===== src/rtl/swc_display_pkg.sv =====
// swc_display_pkg
// Shared constants for the stopwatch seven-segment display slice.
//   DIGITS   : number of multiplexed digits on the board (6)
//   DP_MASK  : digits whose decimal point is lit, giving XX.XX.XX
//   HEX_SEG  : nibble -> active-low {g,f,e,d,c,b,a} segment pattern
package swc_display_pkg;

  localparam int DIGITS = 6;

  localparam logic [5:0] DP_MASK = 6'b010100;

  localparam logic [6:0] HEX_SEG [16] = '{
    7'h40, 7'h79, 7'h24, 7'h30,
    7'h19, 7'h12, 7'h02, 7'h78,
    7'h00, 7'h10, 7'h08, 7'h03,
    7'h46, 7'h21, 7'h06, 7'h0E
  };

endpackage


===== src/rtl/swc_display_hex_seg.sv =====
// SwcDisplayHexSeg
// Combinational hex digit decoder for a common-anode display.
// Ports:
//   nibble : 4-bit value to show
//   segs   : active-low segments {g,f,e,d,c,b,a}
module SwcDisplayHexSeg
  import swc_display_pkg::*;
(
  input  logic [3:0] nibble,
  output logic [6:0] segs
);

  assign segs = HEX_SEG[nibble];

endmodule


===== src/rtl/swc_display.sv =====
// swc_display
// Drives a six-digit, time-multiplexed, common-anode seven-segment display
// in hexadecimal from the stopwatch counter. The counter is snapshotted
// once per full scan (at the digit 5 -> 0 wrap) so a digit never tears.
// Parameters:
//   DigitCycles : clock cycles each digit stays lit (1 .. 65536)
// Ports:
//   clock   : single clock, shared with the counter source
//   reset   : synchronous, active-high
//   counter : 24-bit value to display, nibble 0 on the rightmost digit
//   ready   : snapshot is only taken while high at the scan boundary
//   seg     : active-low segments {dp,g,f,e,d,c,b,a}, registered
//   an      : active-low one-hot digit enable, an[0] rightmost, registered
//   stale   : set when the last scan boundary skipped its snapshot
// Configuration:
//   SWC_DISPLAY_LZB_EN : when defined, digits above the highest nonzero
//                        nibble are blanked (digit 0 is never blanked)
module swc_display
  import swc_display_pkg::*;
#(
  parameter int unsigned DigitCycles = 4
) (
  input  logic        clock,
  input  logic        reset,
  input  logic [23:0] counter,
  input  logic        ready,
  output logic [7:0]  seg,
  output logic [5:0]  an,
  output logic        stale
);

  localparam int DIV_W = (DigitCycles > 1) ? $clog2(DigitCycles) : 1;
  localparam logic [DIV_W-1:0] DIV_LAST = DIV_W'(DigitCycles - 1);
  localparam logic [2:0] DIG_LAST = 3'(DIGITS - 1);

  logic [DIV_W-1:0] div;
  logic [2:0]       dig;
  logic [23:0]      snap;
  logic [3:0]       nibble;
  logic             dp_on;
  logic [6:0]       digit_seg;
  logic             blank;

  // Nibble and decimal-point selection for the digit currently being scanned.
  always_comb begin
    nibble = 4'h0;
    dp_on  = 1'b0;
    case (dig)
      3'd0: begin nibble = snap[3:0];   dp_on = DP_MASK[0]; end
      3'd1: begin nibble = snap[7:4];   dp_on = DP_MASK[1]; end
      3'd2: begin nibble = snap[11:8];  dp_on = DP_MASK[2]; end
      3'd3: begin nibble = snap[15:12]; dp_on = DP_MASK[3]; end
      3'd4: begin nibble = snap[19:16]; dp_on = DP_MASK[4]; end
      3'd5: begin nibble = snap[23:20]; dp_on = DP_MASK[5]; end
      default: begin nibble = 4'h0; dp_on = 1'b0; end
    endcase
  end

  SwcDisplayHexSeg u_hex_seg (
    .nibble (nibble),
    .segs   (digit_seg)
  );

`ifdef SWC_DISPLAY_LZB_EN
  // A digit is a leading zero when it and every nibble above it are zero.
  always_comb begin
    blank = (dig != 3'd0) && ((snap >> {dig, 2'b00}) == 24'd0);
  end
`else
  assign blank = 1'b0;
`endif

  // Outputs are registered from the pre-update scan state, so each digit is
  // lit for exactly DigitCycles cycles and a fresh snapshot reaches digit 0
  // on the edge after the boundary. an and seg move on the same edge.
  always_ff @(posedge clock) begin
    if (reset) begin
      div   <= '0;
      dig   <= 3'd0;
      snap  <= 24'd0;
      stale <= 1'b0;
      an    <= 6'b111111;
      seg   <= 8'hFF;
    end else begin
      an  <= ~(6'b000001 << dig);
      seg <= blank ? 8'hFF : {~dp_on, digit_seg};
      if (div == DIV_LAST) begin
        div <= '0;
        if (dig == DIG_LAST) begin
          dig <= 3'd0;
          if (ready) begin
            snap  <= counter;
            stale <= 1'b0;
          end else begin
            stale <= 1'b1;
          end
        end else begin
          dig <= dig + 3'd1;
        end
      end else begin
        div <= div + 1'b1;
      end
    end
  end

endmodule


===== config.mk =====
export PLATFORM = sky130hd
export DESIGN_NAME = swc_display
export DESIGN_NICKNAME = d
export VERILOG_FILES = /design/src/rtl/swc_display_pkg.sv /design/src/rtl/swc_display_hex_seg.sv /design/src/rtl/swc_display.sv
export SDC_FILE = /design/constraint.sdc
export NUM_CORES = 1
export LEC_CHECK = 0
export ABC_AREA = 1
export BUFFER_PORTS_ARGS = -buffer_cell sky130_fd_sc_hd__buf_2
export CAP_MARGIN = 20
export CORE_UTILIZATION = 44
export DETAILED_ROUTE_END_ITERATION = 6
export MAX_ROUTING_LAYER = met4
export PLACE_DENSITY = 0.72
export SLEW_MARGIN = 20
export SYNTH_ARGS = -nofsm -noshare
export SYNTH_HDL_FRONTEND = slang
export SYNTH_SLANG_ARGS = --single-unit
export TNS_END_PERCENT = 5

===== constraint.sdc =====
create_clock -name clock -period 2.09 [get_ports clock]
set_input_delay 0.418 -clock clock [delete_from_list [all_inputs] [get_ports clock]]
set_output_delay 0.418 -clock clock [all_outputs]
set_load 0.02 [all_outputs]

==> results.yml <==
run_status:
  status: "finished, violations left"
  violations: "design-rule violations"
detailed_routing:
  drtPass1Iterations: 6
  drcViolationCount: 8
  ant_nets: 0
  drt_iter0_drc: 104
  route.vias.total: 1830
  route.detailed.vias_per_inst: 4.92
  wl_um: 4190
  avgRoutedWirePerCell_um: 11.3
worst_setup_path:
  criticalPathCategory: "reg2reg"
  timing.rr.start: "dig[0]"
  arrival_ns: 2.18
  worst_r2r_path_depth: 15
  r2r-end: "seg[1]"
  crit_path_start_kind: "register"
  cp_data_required_time_ns: 2.33
  path_max_fanout: 6
  end_kind: "register"
  timing.reg2reg.setup_slack_ns: 0.15
placement:
  gp_routability_congestion: 0.898
  post_place_setup_slack_ns: 0.0203
  portBuffers: 41
  detailed_place_hpwl_um: 3190
synthesis:
  synth_area_leaders: "dfxtp_1, nor2_1, nand2_1, o21ai_0, ha_1"
  ys_seq_elements: 44
  seq_area_frac_synth_pct: 42.7
  synthesis.nets: 304
  post_synth_num_cell_types: 25
  synth_edf_count: 0
  post_synth_instance_area_um2: 2060
  async_reset_ff_share_pct: 0
  post_synthesis_mean_instance_area_um2: 7.67
  post_syn_instances: 269
  synth_top_area_share_pct: 42.7
  synth_top_area_cell: "dfxtp_1"
  yosys_most_used_dff: "dfxtp_1"
  yosysWarningCount: 0
timing:
  finalHoldViolCount: 0
  final-max-slew-violation-count: 0
  slew_headroom_pct: 76.0
  final_min_period_over_clock_period_pct: 93.1
  grt_setup_unrepaired: "true"
  maxClockFrequency_mhz: 514
  finalSetupTns_ns: 0
  setup_viol: 0
  final.min_clock_period_ns: 1.94
  max_slew.worst_pin.slew_ns: 0.359
  worst_clock_skew_ns: 0.00416
  post-route-worst-setup-slack_ns: 0.145
finish:
  layout_commonest_cell: "nor2_1"
  layout.cells.most_common_list: "nor2_1, nand2_1, dfxtp_1, buf_2, o21ai_0"
  synthToLayoutAreaGrowth_pct: 19.9
  postLayoutCoreUtil_pct: 55.7
  post_route_cells_drive_above_1_share_pct: 31.6
  antenna_cells: 0
  nets: 354
floorplan:
  num_rows: 24
  die_x_um: 70.5
  die-area_um2: 4970
  boundaryPins: 42
  fp.coreArea_um2: 4440
  dieHeight_um: 70.5
  floorplan.initialDensity_pct: 46.4
clock_tree:
  clock_sink_count: 44
  cts_inserted_buffers: 5
  cts_max_path_buffers: 2
  clkLatencyLatePin_ns: 0.29
  cts.root.buffer_cell: "clkbuf_8"
  cts_hold_buf: 0
  h-tree-depth: 2
  clock_transition_at_the_register_clock_pins_on_the_worst_setup_and_hold_paths_after_cts_ns: 0.08
  cts_tree: "yes"
hold_path:
  whs_endpoint: "snap[19]"
  hold_class: "in2reg"
  hold_path_startpoint: "counter[19]"
  timing.hold.worst_path_depth: 3
pwr:
  power.combinational.fraction_pct: 9.0
  p_clk_share_pct: 34.9
  leakagePower_nw: 1.11
  totalPowerFinal_mw: 1.54
  power-per-cell-area_nw_per_um2: 624
  power_frac_seq_pct: 56.1
  internal_power_mw: 1.18
  worst_ir_drop_vdd_mv: 0.380
  power.switching_fraction_pct: 23.7
  p_sw_uw: 365
grt:
  number_of_global_route_vias_before_repair: 1680
  maximum_number_of_pins_on_one_net_before_global_route_repair: 29
  number_of_antenna_violations_at_the_first_check_in_global_routing: 0
  first_pass_grt_wire_length_um: 7250
  grt_usage_pct: 19.1
  grt_overflow_total: 0
job:
  maxCapViolCount: 0
## sequential cells by signal, summed over array words and instances, names as in the netlist
| register | flops |
|---|---|
| stale | 1 |
| dig | 3 |
| seg | 8 |
| an | 6 |
| div | 2 |
| snap | 24 |
## power by group through the flow
stage	Combinational [mW]	Clock (mW)	Sequential (mW)
after global placement	0.129	0	0.885
after CTS	0.133	0.560	0.865
after global routing	0.155	0.593	0.867
after detailed placement	0.133	0	0.885
after floorplan	0.0714	0	0.895
final	0.139	0.539	0.865
## worst max-delay path, cell delays in order, from the launching register on
cell	delay, ns
dfxtp_4	0.37
buf_4	0.16
inv_6	0.07
nand2_2	0.07
nor2_4	0.12
nand2_1	0.06
o21ai_0	0.06
inv_1	0.06
nand2_1	0.09
nand2_2	0.10
inv_2	0.10
ha_1	0.24
nand3b_1	0.16
nor2_1	0.11
nor2_1	0.04
nand3_1	0.06
## layout make-up
type	instances	area [um^2]
timing repair buffer	54	303
multi-input combinational	195	1040
sequential	44	887
clock inverter	2	10.0
fill	432	1970
inverter	19	81.3
clock buffer	6	82.6
tap	52	65.1
## cell usage after synthesis, types with 4 or more instances
master / instances
nor2_1: 57
dfxtp_1: 44
nand2_1: 44
o21ai_0: 31
nand3_1: 17
inv_1: 12
ha_1: 8
nand2_2: 7
nand4_1: 6
buf_6: 5
inv_2: 5
nand2_4: 5
a21oi_1: 4
clkbuf_1: 4
nor2_2: 4
## kinds of logic (layout without fill, tap and decap cells)
| family | after synthesis | after routing | synth area share [%] |
|---|---|---|---|
| buffers and inverters | 30 | 81 | 7.76 |
| DFF | 44 | 44 | 42.7 |
| AOI/OAI and AO/OA | 38 | 38 | 9.76 |
| and+or+nand+nor | 149 | 149 | 34.9 |
| adders and majority gates | 8 | 8 | 4.85 |
## how the worst max path moves through the flow
| stage | end | start | slack [ns] | cells past startpoint |
|---|---|---|---|---|
| after floorplan | seg[1] | dig[1] | 0.25 | 15 |
| after global placement | seg[0] | dig[0] | 0.05 | 15 |
| after detailed placement | seg[0] | dig[0] | 0.02 | 15 |
| after CTS | seg[0] | dig[0] | 0.003 | 15 |
| after global routing | seg[1] | dig[0] | 0.007 | 15 |
| final | seg[1] | dig[0] | 0.15 | 15 |
## metrics by stage
stage / hold WS (ns) / instance area [um^2] / cells
detailed placement: 0.423 / 2330 / 362
finish: 0.368 / 2470 / 372
global placement: 0.413 / 2330 / 362
global route: 0.383 / 2470 / 372
CTS: 0.363 / 2430 / 370
floorplan: 0.399 / 2060 / 269
## routing by layer
metal	part of all wire [%]	vias up	routed length [um]	global-route usage [%]
met5	0	-	0	-
met4	2.7	0	111	9.75
met3	4.3	12	179	4.62
met2	43	45	1800	28.6
met1	50	808	2090	24.0
li1	-	965	-	-
## repair_timing
item / CTS / global route
setup endpoints to repair: 0 / 7
setup buffers: 0 / 2
resized for setup: 0 / 12
(Power assumes the default switching activity.)
